### src/rtl/scariv_front_rcv_buf_pkg.sv
// Shared types for the front-end receive buffer: the dispatch group carried on scariv_front_if.
package scariv_front_rcv_buf_pkg;

   localparam int unsigned CMT_ID_W    = 6;
   localparam int unsigned TLB_CAUSE_W = 4;
   localparam int unsigned VADDR_W     = 32;
   localparam int unsigned INST_W      = 32;

   typedef struct packed {
      logic [CMT_ID_W-1:0]    cmt_id;
      logic                   is_br_included;
      logic                   int_inserted;
      logic                   tlb_except_valid;
      logic [TLB_CAUSE_W-1:0] tlb_except_cause;
      logic [VADDR_W-1:0]     pc_addr;
      logic [INST_W-1:0]      inst;
   } front_t;

endpackage

### src/rtl/scariv_front_if.sv
// Valid/ready handshake carrying one front_t dispatch group per beat.
interface scariv_front_if;
   import scariv_front_rcv_buf_pkg::*;

   logic   valid;
   front_t payload;
   logic   ready;

   modport master (output valid, output payload, input ready);
   modport slave  (input valid, input payload, output ready);

endinterface

### src/rtl/scariv_rcv_ptr.sv
// FIFO pointer with an extra wrap bit; supports increment and a higher-priority load.
module scariv_rcv_ptr #(
   parameter int unsigned PTR_W = 2
) (
   input  logic             i_clk,
   input  logic             i_reset,
   input  logic             i_inc,
   input  logic             i_load,
   input  logic [PTR_W-1:0] i_load_val,
   output logic [PTR_W-1:0] o_ptr
);

   logic [PTR_W-1:0] ptr_q, ptr_d;

   always_comb begin
      ptr_d = ptr_q;
      if (i_load) begin
         ptr_d = i_load_val;
      end else if (i_inc) begin
         ptr_d = ptr_q + PTR_W'(1);
      end
   end

   always_ff @(posedge i_clk) begin
      if (i_reset) begin
         ptr_q <= '0;
      end else begin
         ptr_q <= ptr_d;
      end
   end

   assign o_ptr = ptr_q;

endmodule

### src/rtl/scariv_front_rcv_buf.sv
// Registered receive buffer between decode and rename: breaks the ready path, supports flush,
// and tracks how many buffered groups carry a branch.
module scariv_front_rcv_buf
   import scariv_front_rcv_buf_pkg::*;
#(
   parameter int unsigned DEPTH = 2
) (
   input  logic                  i_clk,
   input  logic                  i_reset,
   scariv_front_if.slave         ibuf_front_if,
   scariv_front_if.master        rn_front_if,
   input  logic                  i_flush_valid,
   output logic [$clog2(DEPTH):0] o_occupancy,
   output logic [$clog2(DEPTH):0] o_br_in_buf
);

   localparam int unsigned PTR_W = $clog2(DEPTH) + 1;
   localparam int unsigned IDX_W = $clog2(DEPTH);

   logic [PTR_W-1:0] wr_ptr, rd_ptr;
   logic             empty, full, enq, deq, enq_br, deq_br;
   front_t           ram_q [DEPTH];
   front_t           rd_entry;
   logic [PTR_W-1:0] br_cnt_q, br_cnt_d;

   assign empty = (wr_ptr == rd_ptr);
   assign full  = (wr_ptr[IDX_W-1:0] == rd_ptr[IDX_W-1:0]) && (wr_ptr[IDX_W] != rd_ptr[IDX_W]);

   // Ready depends only on registered state so rename's ready never reaches decode.
   assign ibuf_front_if.ready = !full;
   assign enq = ibuf_front_if.valid && !full && !i_flush_valid;

   assign rd_entry            = ram_q[rd_ptr[IDX_W-1:0]];
   assign rn_front_if.valid   = !empty && !i_flush_valid;
   assign rn_front_if.payload = rd_entry;
   assign deq = rn_front_if.valid && rn_front_if.ready;

   assign enq_br = enq && ibuf_front_if.payload.is_br_included;
   assign deq_br = deq && rd_entry.is_br_included;

   scariv_rcv_ptr #(.PTR_W(PTR_W)) u_wr_ptr (
      .i_clk      (i_clk),
      .i_reset    (i_reset),
      .i_inc      (enq),
      .i_load     (1'b0),
      .i_load_val ('0),
      .o_ptr      (wr_ptr)
   );

   // Flush collapses the read pointer onto the write pointer, emptying the buffer.
   scariv_rcv_ptr #(.PTR_W(PTR_W)) u_rd_ptr (
      .i_clk      (i_clk),
      .i_reset    (i_reset),
      .i_inc      (deq),
      .i_load     (i_flush_valid),
      .i_load_val (wr_ptr),
      .o_ptr      (rd_ptr)
   );

   always_ff @(posedge i_clk) begin
      if (enq) begin
         ram_q[wr_ptr[IDX_W-1:0]] <= ibuf_front_if.payload;
      end
   end

   always_comb begin
      br_cnt_d = br_cnt_q;
      if (i_flush_valid) begin
         br_cnt_d = '0;
      end else begin
         if (enq_br) br_cnt_d = br_cnt_d + PTR_W'(1);
         if (deq_br) br_cnt_d = br_cnt_d - PTR_W'(1);
      end
   end

   always_ff @(posedge i_clk) begin
      if (i_reset) begin
         br_cnt_q <= '0;
      end else begin
         br_cnt_q <= br_cnt_d;
      end
   end

   assign o_occupancy = wr_ptr - rd_ptr;
   assign o_br_in_buf = br_cnt_q;

endmodule

### src/flat_wrapper.sv
// flat-port wrapper written by rule: the top's interface ports become plain ports
module scariv_front_rcv_buf_flat import scariv_front_rcv_buf_pkg::*;
#(
   parameter int unsigned DEPTH = 2
)
  (i_clk, i_reset, i_flush_valid, o_occupancy, o_br_in_buf, ibuf_front_if_valid, ibuf_front_if_payload, ibuf_front_if_ready, rn_front_if_valid, rn_front_if_payload, rn_front_if_ready);
  scariv_front_if ibuf_front_if_i ();
  scariv_front_if rn_front_if_i ();
  input  logic i_clk;
  input  logic i_reset;
  input  logic i_flush_valid;
  output logic [$clog2(DEPTH):0] o_occupancy;
  output logic [$clog2(DEPTH):0] o_br_in_buf;
  input wire logic [$bits(ibuf_front_if_i.valid)-1:0] ibuf_front_if_valid;
  input wire logic [$bits(ibuf_front_if_i.payload)-1:0] ibuf_front_if_payload;
  output wire logic [$bits(ibuf_front_if_i.ready)-1:0] ibuf_front_if_ready;
  output wire logic [$bits(rn_front_if_i.valid)-1:0] rn_front_if_valid;
  output wire logic [$bits(rn_front_if_i.payload)-1:0] rn_front_if_payload;
  input wire logic [$bits(rn_front_if_i.ready)-1:0] rn_front_if_ready;
  assign ibuf_front_if_i.valid = ibuf_front_if_valid;
  assign ibuf_front_if_i.payload = ibuf_front_if_payload;
  assign ibuf_front_if_ready = ibuf_front_if_i.ready;
  assign rn_front_if_valid = rn_front_if_i.valid;
  assign rn_front_if_payload = rn_front_if_i.payload;
  assign rn_front_if_i.ready = rn_front_if_ready;
  scariv_front_rcv_buf #(.DEPTH(DEPTH)) u_core (.i_clk(i_clk), .i_reset(i_reset), .ibuf_front_if(ibuf_front_if_i), .rn_front_if(rn_front_if_i), .i_flush_valid(i_flush_valid), .o_occupancy(o_occupancy), .o_br_in_buf(o_br_in_buf));
endmodule
### config.mk
export PLATFORM = sky130hd
export DESIGN_NAME = scariv_front_rcv_buf_flat
export DESIGN_NICKNAME = d
export VERILOG_FILES = /design/src/rtl/scariv_front_rcv_buf_pkg.sv /design/src/rtl/scariv_front_if.sv /design/src/rtl/scariv_rcv_ptr.sv /design/src/rtl/scariv_front_rcv_buf.sv /design/src/flat_wrapper.sv
export SDC_FILE = /design/constraint.sdc
export NUM_CORES = 1
export LEC_CHECK = 0
export CORE_UTILIZATION = 51
export DETAILED_ROUTE_END_ITERATION = 12
export HOLD_SLACK_MARGIN = 0.03
export PLACE_DENSITY = 0.84
export SKIP_CTS_REPAIR_TIMING = 1
export SLEW_MARGIN = 30
export SYNTH_ARGS = -nofsm -noshare
export SYNTH_HDL_FRONTEND = slang
export SYNTH_SLANG_ARGS = --single-unit
### constraint.sdc
create_clock -name i_clk -period 7.8 [get_ports i_clk]
set_input_delay 1.56 -clock i_clk [delete_from_list [all_inputs] [get_ports i_clk]]
set_output_delay 1.56 -clock i_clk [all_outputs]
set_load 0.03 [all_outputs]
# --- After elaboration in Yosys (flattened, before gate mapping) ---
# Memories as Yosys holds them, arrays and structs flattened. A register that Yosys moved wholly into a read port is not among the register bits.
# Index checks and enable logic that the tools add are counted.
op_classes:
  n_reduce_logical: 12
  muxes: 9
  n_eq_ne: 3
  n_addsub: 5
op_table:
  columns: ["cell", "n"]
  rows:
  - ["2-bit 2-to-1 mux", 5]
  - ["1-bit logical AND", 7]
  - ["2-bit by 1-bit adder with 2-bit output (second input constant)", 3]
  - ["1-bit 2-to-1 mux", 4]
  - ["1-bit logical NOT", 3]
  - ["2-bit equality test", 1]
  - ["2-bit nonzero test", 1]
  - ["2-bit OR reduction", 1]
  - ["2-bit by 1-bit subtractor with 2-bit output (second input constant)", 1]
  - ["2-bit subtractor", 1]
  - ["1-bit equality test", 1]
  - ["1-bit inequality test", 1]
totals:
  wordCells: 33
  mem_count: 1
  ram_bits: 154
  output_inout_bits: 83
  input_bits: 82
  regBits: 6
mem_list:
  columns: ["name", "words", "word_bits", "read_ports", "rd_ports_with_merged_regs", "wr", "line_no", "source"]
  rows:
  - ["u_core.ram_q", 2, 77, 1, 1, 1, "scariv_front_rcv_buf.sv:22", "front_t ram_q [DEPTH];"]

# --- Depth between registers and ports, before layout ---
logic_depth:
  depth_word: 10
  ltp_mapped: 6
  mapped_depth_nobuf: 6

# --- By module ---
# Synthesis repeated with hierarchy kept, for this count alone.
hier_totals:
  cells_unflattened: 293
  area_unflattened_um2: 5982.0
by_module_without_submodules:
  columns: ["module", "n_inst", "area_per_inst_um2", "cells_per_inst", "seq_area_each_um2"]
  rows:
  - ["scariv_front_rcv_buf", 1, 5776.8, 273, 4664.5]
  - ["scariv_rcv_ptr", 2, 102.6, 10, 40.0]

# --- Worst setup path after synthesis ---
# Ideal clock, no wire load.
synth_path:
  path_type: "in2reg"
  startpoint: "input i_flush_valid"
  endpoint: "memory u_core.ram_q[1][0] in the netlist's numbering, enable pin"
  required_ps: 7293
  path_buffers: 0
  setup_ps: 507
  path_slack_ps: 2385
  cell_stages: 2
  arrival_ps: 4908
  path_cell_list: "nand2b_1 > a211oi_2"
synth_via:
  elab_chain_cells: 4
synth_rtl:
  columns: ["item", "line_no", "source"]
  rows:
  - ["from (decl)", "flat_wrapper.sv:11", "input logic i_flush_valid;"]
  - ["1-bit logical NOT", "scariv_front_rcv_buf.sv:31", "assign enq = ibuf_front_if.valid && !full && !i_flush_valid;"]
  - ["1-bit logical AND", "scariv_front_rcv_buf.sv:31", null]
  - ["1-bit 2-to-1 mux", "scariv_front_rcv_buf.sv:61", "if (enq) begin"]
  - ["1-bit 2-to-1 mux (implied by the code)", "scariv_front_rcv_buf.sv:62", "ram_q[wr_ptr[IDX_W-1:0]] <= ibuf_front_if.payload;"]
  - ["to (decl)", "scariv_front_rcv_buf.sv:22", null]
# No other way between the ends.

# --- Worst setup path in the final report ---
layout_path:
  startpoint: "input i_flush_valid"
  endpoint: "output rn_front_if_valid"
layout_via:
  elab_chain_cells: 2
layout_rtl:
  columns: ["item", "line_no", "source"]
  rows:
  - ["1-bit logical NOT", "scariv_front_rcv_buf.sv:34", "assign rn_front_if.valid = !empty && !i_flush_valid;"]
  - ["1-bit logical AND", "scariv_front_rcv_buf.sv:34", null]
  - ["to (decl)", "flat_wrapper.sv:17", "output wire logic [$bits(rn_front_if_i.valid)-1:0] rn_front_if_valid;"]
# No other way between the ends.

==> results.sh <==
export IMPL_final_common_cell="clkdlybuf4s50_1"
export IMPL_fillers=711
export IMPL_cts_tree="yes"
export IMPL_synthCells=289
export IMPL_multi_input_area_sq_mm=0.00116
export IMPL_path_clk_slew_ns=0.06
export IMPL_yosys_warnings=0
export IMPL_dieArea_sq_mm=0.0122
export IMPL_fin_util=0.734
export IMPL_io_pins=165
export IMPL_setup_ws_ns=3.34
export IMPL_cp_common_cell="clkdlybuf4s50_1"
export IMPL_die_h_um=110
export IMPL_path_class="input pin to primary output"
export IMPL_nNetsFinal=549
export IMPL_startpoint_type="input pin"
export IMPL_critPathMaxFanout=8
export IMPL_dp_slack_ns=3.35
export IMPL_ant_nets=0
export IMPL_finalCriticalPeriod_ns=4.46
export IMPL_worstPathCellList="clkdlybuf4s50_1 -> nor2_1 -> clkdlybuf4s50_1"
export IMPL_critical_path_required_ns=6.24
export IMPL_sw_frac_of_total=0.235
export IMPL_switchingPower_mw=0.493
export IMPL_hp_class="flop to flop"
export IMPL_cts_root_buf="clkbuf_16"
export IMPL_grtUsageTotal=0.190
export IMPL_wl_per_cell_um=18.4
export IMPL_cts_buffers_inserted=17
export IMPL_fp_dieW_um=110
export IMPL_final_cell_mix="clkdlybuf4s50_1, edfxtp_1, mux2_2"
export IMPL_drc=0
export IMPL_start_util=0.523
export IMPL_finalCritPeriodShare=0.572
export IMPL_tightestPinTransition_ns=0.640
export IMPL_htree_levels=4
export IMPL_setup_viol=0
export IMPL_diodes=0
export IMPL_cts_buffer_depth=2
export IMPL_drt_iter0_drc=161
export IMPL_dr_total_vias=3216
export IMPL_cp_slowest_stage_delay_ns=0.67
export IMPL_antenna_found_initial=0
export IMPL_rows=39
export IMPL_power_density_mw_per_mm2=250
export IMPL_wirelength_mm=11.5
export IMPL_core_area_sq_mm=0.0114
export IMPL_regArea_sq_mm=0.00477
export IMPL_cp_end_kind="primary output"
export IMPL_slowest_stage="clkdlybuf4s50_1"
export IMPL_drtPass1Iterations=4
export IMPL_fmax_mhz=224
export IMPL_slew_viol_final=0
export IMPL_slew_headroom=0.573
export IMPL_syn_cell_area_sq_mm=0.00598
export IMPL_grt_overflow=0
export IMPL_min_from="u_core.o_br_in_buf[1]"
export IMPL_leakagePower_nw=2.82
export IMPL_pwr_share_clk=0.375
export IMPL_fin_skew_ns=0.00912
export IMPL_synth_nets=372
export IMPL_internal_power_mw=1.60
export IMPL_grt_pass1_vias=3322
export IMPL_port_buffers=164
export IMPL_drive_above_1_share=0.246
export IMPL_via_per_inst=5.17
export IMPL_yosysSeqAreaShare=0.797
export IMPL_drv_cap=0
export IMPL_peakVddDrop_mv=0.184
export IMPL_grt_pass1_wl_mm=16.8
export IMPL_synthDistinctLibCells=27
export IMPL_place_gp_congestion=0.752
export IMPL_cp_startpoint="i_flush_valid"
export IMPL_cts_sinks=161
export IMPL_p_comb_frac=0.147
export IMPL_tns_ns=0
export IMPL_critPathArrivalTime_ns=2.90
export IMPL_seq_power_share=0.478
export IMPL_timing_final_hold_violations=0
export IMPL_hpwl_mm=7.39
export IMPL_synth_area_per_cell_sq_um=20.7
export IMPL_ys_seq_elements=161
export IMPL_rsz0062_at_grt="false"
export IMPL_clock_latency_ns=0.40
export IMPL_grt_max_degree=48
export IMPL_reg2reg_from="u_core.u_wr_ptr.o_ptr[0]"
export IMPL_area_growth_pct=40.3
export IMPL_outcome="finished, final reports clean"
==> cell type report <==
type | instances | share of cell area
inverters | 4 | 0.00179
well taps | 143 | 0.0213
clock buffers | 18 | 0.0512
repair buffers | 168 | 0.202
multi-input cells | 114 | 0.138
clock inverters | 14 | 0.0164
flip-flops and latches | 161 | 0.569
==> cells in the mapped netlist (all sizes together) <==
master	n	area share
a211oi	2	0.0042
nand2b	2	0.0021
and2	1	0.0010
ha	1	0.0021
or3	1	0.0010
a21o	1	0.0013
xnor2	3	0.0044
edfxtp	154	0.77
buf	10	0.0094
inv	4	0.0025
o21ai	1	0.00084
mux2	77	0.15
xor2	4	0.0059
dfxtp	7	0.023
o2111a	1	0.0019
mux2i	2	0.0033
nor2	7	0.0044
o211ai	1	0.0021
o2111ai	1	0.0015
nand3b	1	0.0013
a21oi	3	0.0025
a211o	1	0.0015
o22ai	1	0.0021
nand2	3	0.0019
==> worst max-delay path: cells and delay by family <==
family        cells  cell delay [ns]
simple gates      1             0.14
buf+inv           2             1.19
==> per-stage QoR <==
step	total power, mW	cells	hold WS [ns]	instance area, sq um
final	2.10	622	0.488	8380
after global routing	2.16	622	0.568	8380
after global placement	1.32	588	0.461	7770
after CTS	2.12	622	0.491	8380
after floorplan	1.19	289	0.484	5980
after detailed placement	1.33	590	0.483	7810
==> kinds of logic (layout without fill, tap and decap cells) <==
kind of cell / count (synthesis) / in the layout / synth area share
flip-flops: 161 / 161 / 0.797
multiplexers: 79 / 79 / 0.149
AND/OR/NAND/NOR: 15 / 15 / 0.0117
buffers and inverters: 14 / 204 / 0.0119
AO/OA/AOI/OAI: 12 / 12 / 0.0178
XOR/XNOR: 7 / 7 / 0.0103
adder cells (fa/ha/maj): 1 / 1 / 0.00209
==> path summary, 6_finish.rpt <==
check,slack [ns],cells past startpoint,endpoint
setup reg to reg,5.46,5,u_core.ram_q[0][58]
hold reg to reg,0.49,2,u_core.o_br_in_buf[1]
setup / recovery,3.34,3,rn_front_if_valid
hold / removal,0.49,2,u_core.o_br_in_buf[1]
==> flip-flops by register name, summed over array words and instances, names as in the netlist, named ones only <==
register and flops:
u_core.o_br_in_buf 2, u_core.u_wr_ptr.o_ptr 2, u_core.ram_q 154, u_core.u_rd_ptr.o_ptr 2
==> metal layers <==
layer,vias up,track usage,share of wire
met1,1582,0.229,0.39
met3,18,0.0635,0.081
met2,128,0.316,0.51
met4,0,0.0714,0.017
met5,-,0,0
li1,1488,-,-
==> power groups by stage <==
| stage | sequential (mW) | clock (mW) | combinational [mW] |
|---|---|---|---|
| global route | 1.01 | 0.834 | 0.324 |
| global placement | 1.03 | 0 | 0.292 |
| floorplan | 1.01 | 0 | 0.172 |
| finish | 1.00 | 0.787 | 0.308 |
| detailed placement | 1.02 | 0 | 0.308 |
| CTS | 1.00 | 0.804 | 0.310 |
Power figures use the tool's default switching activity.
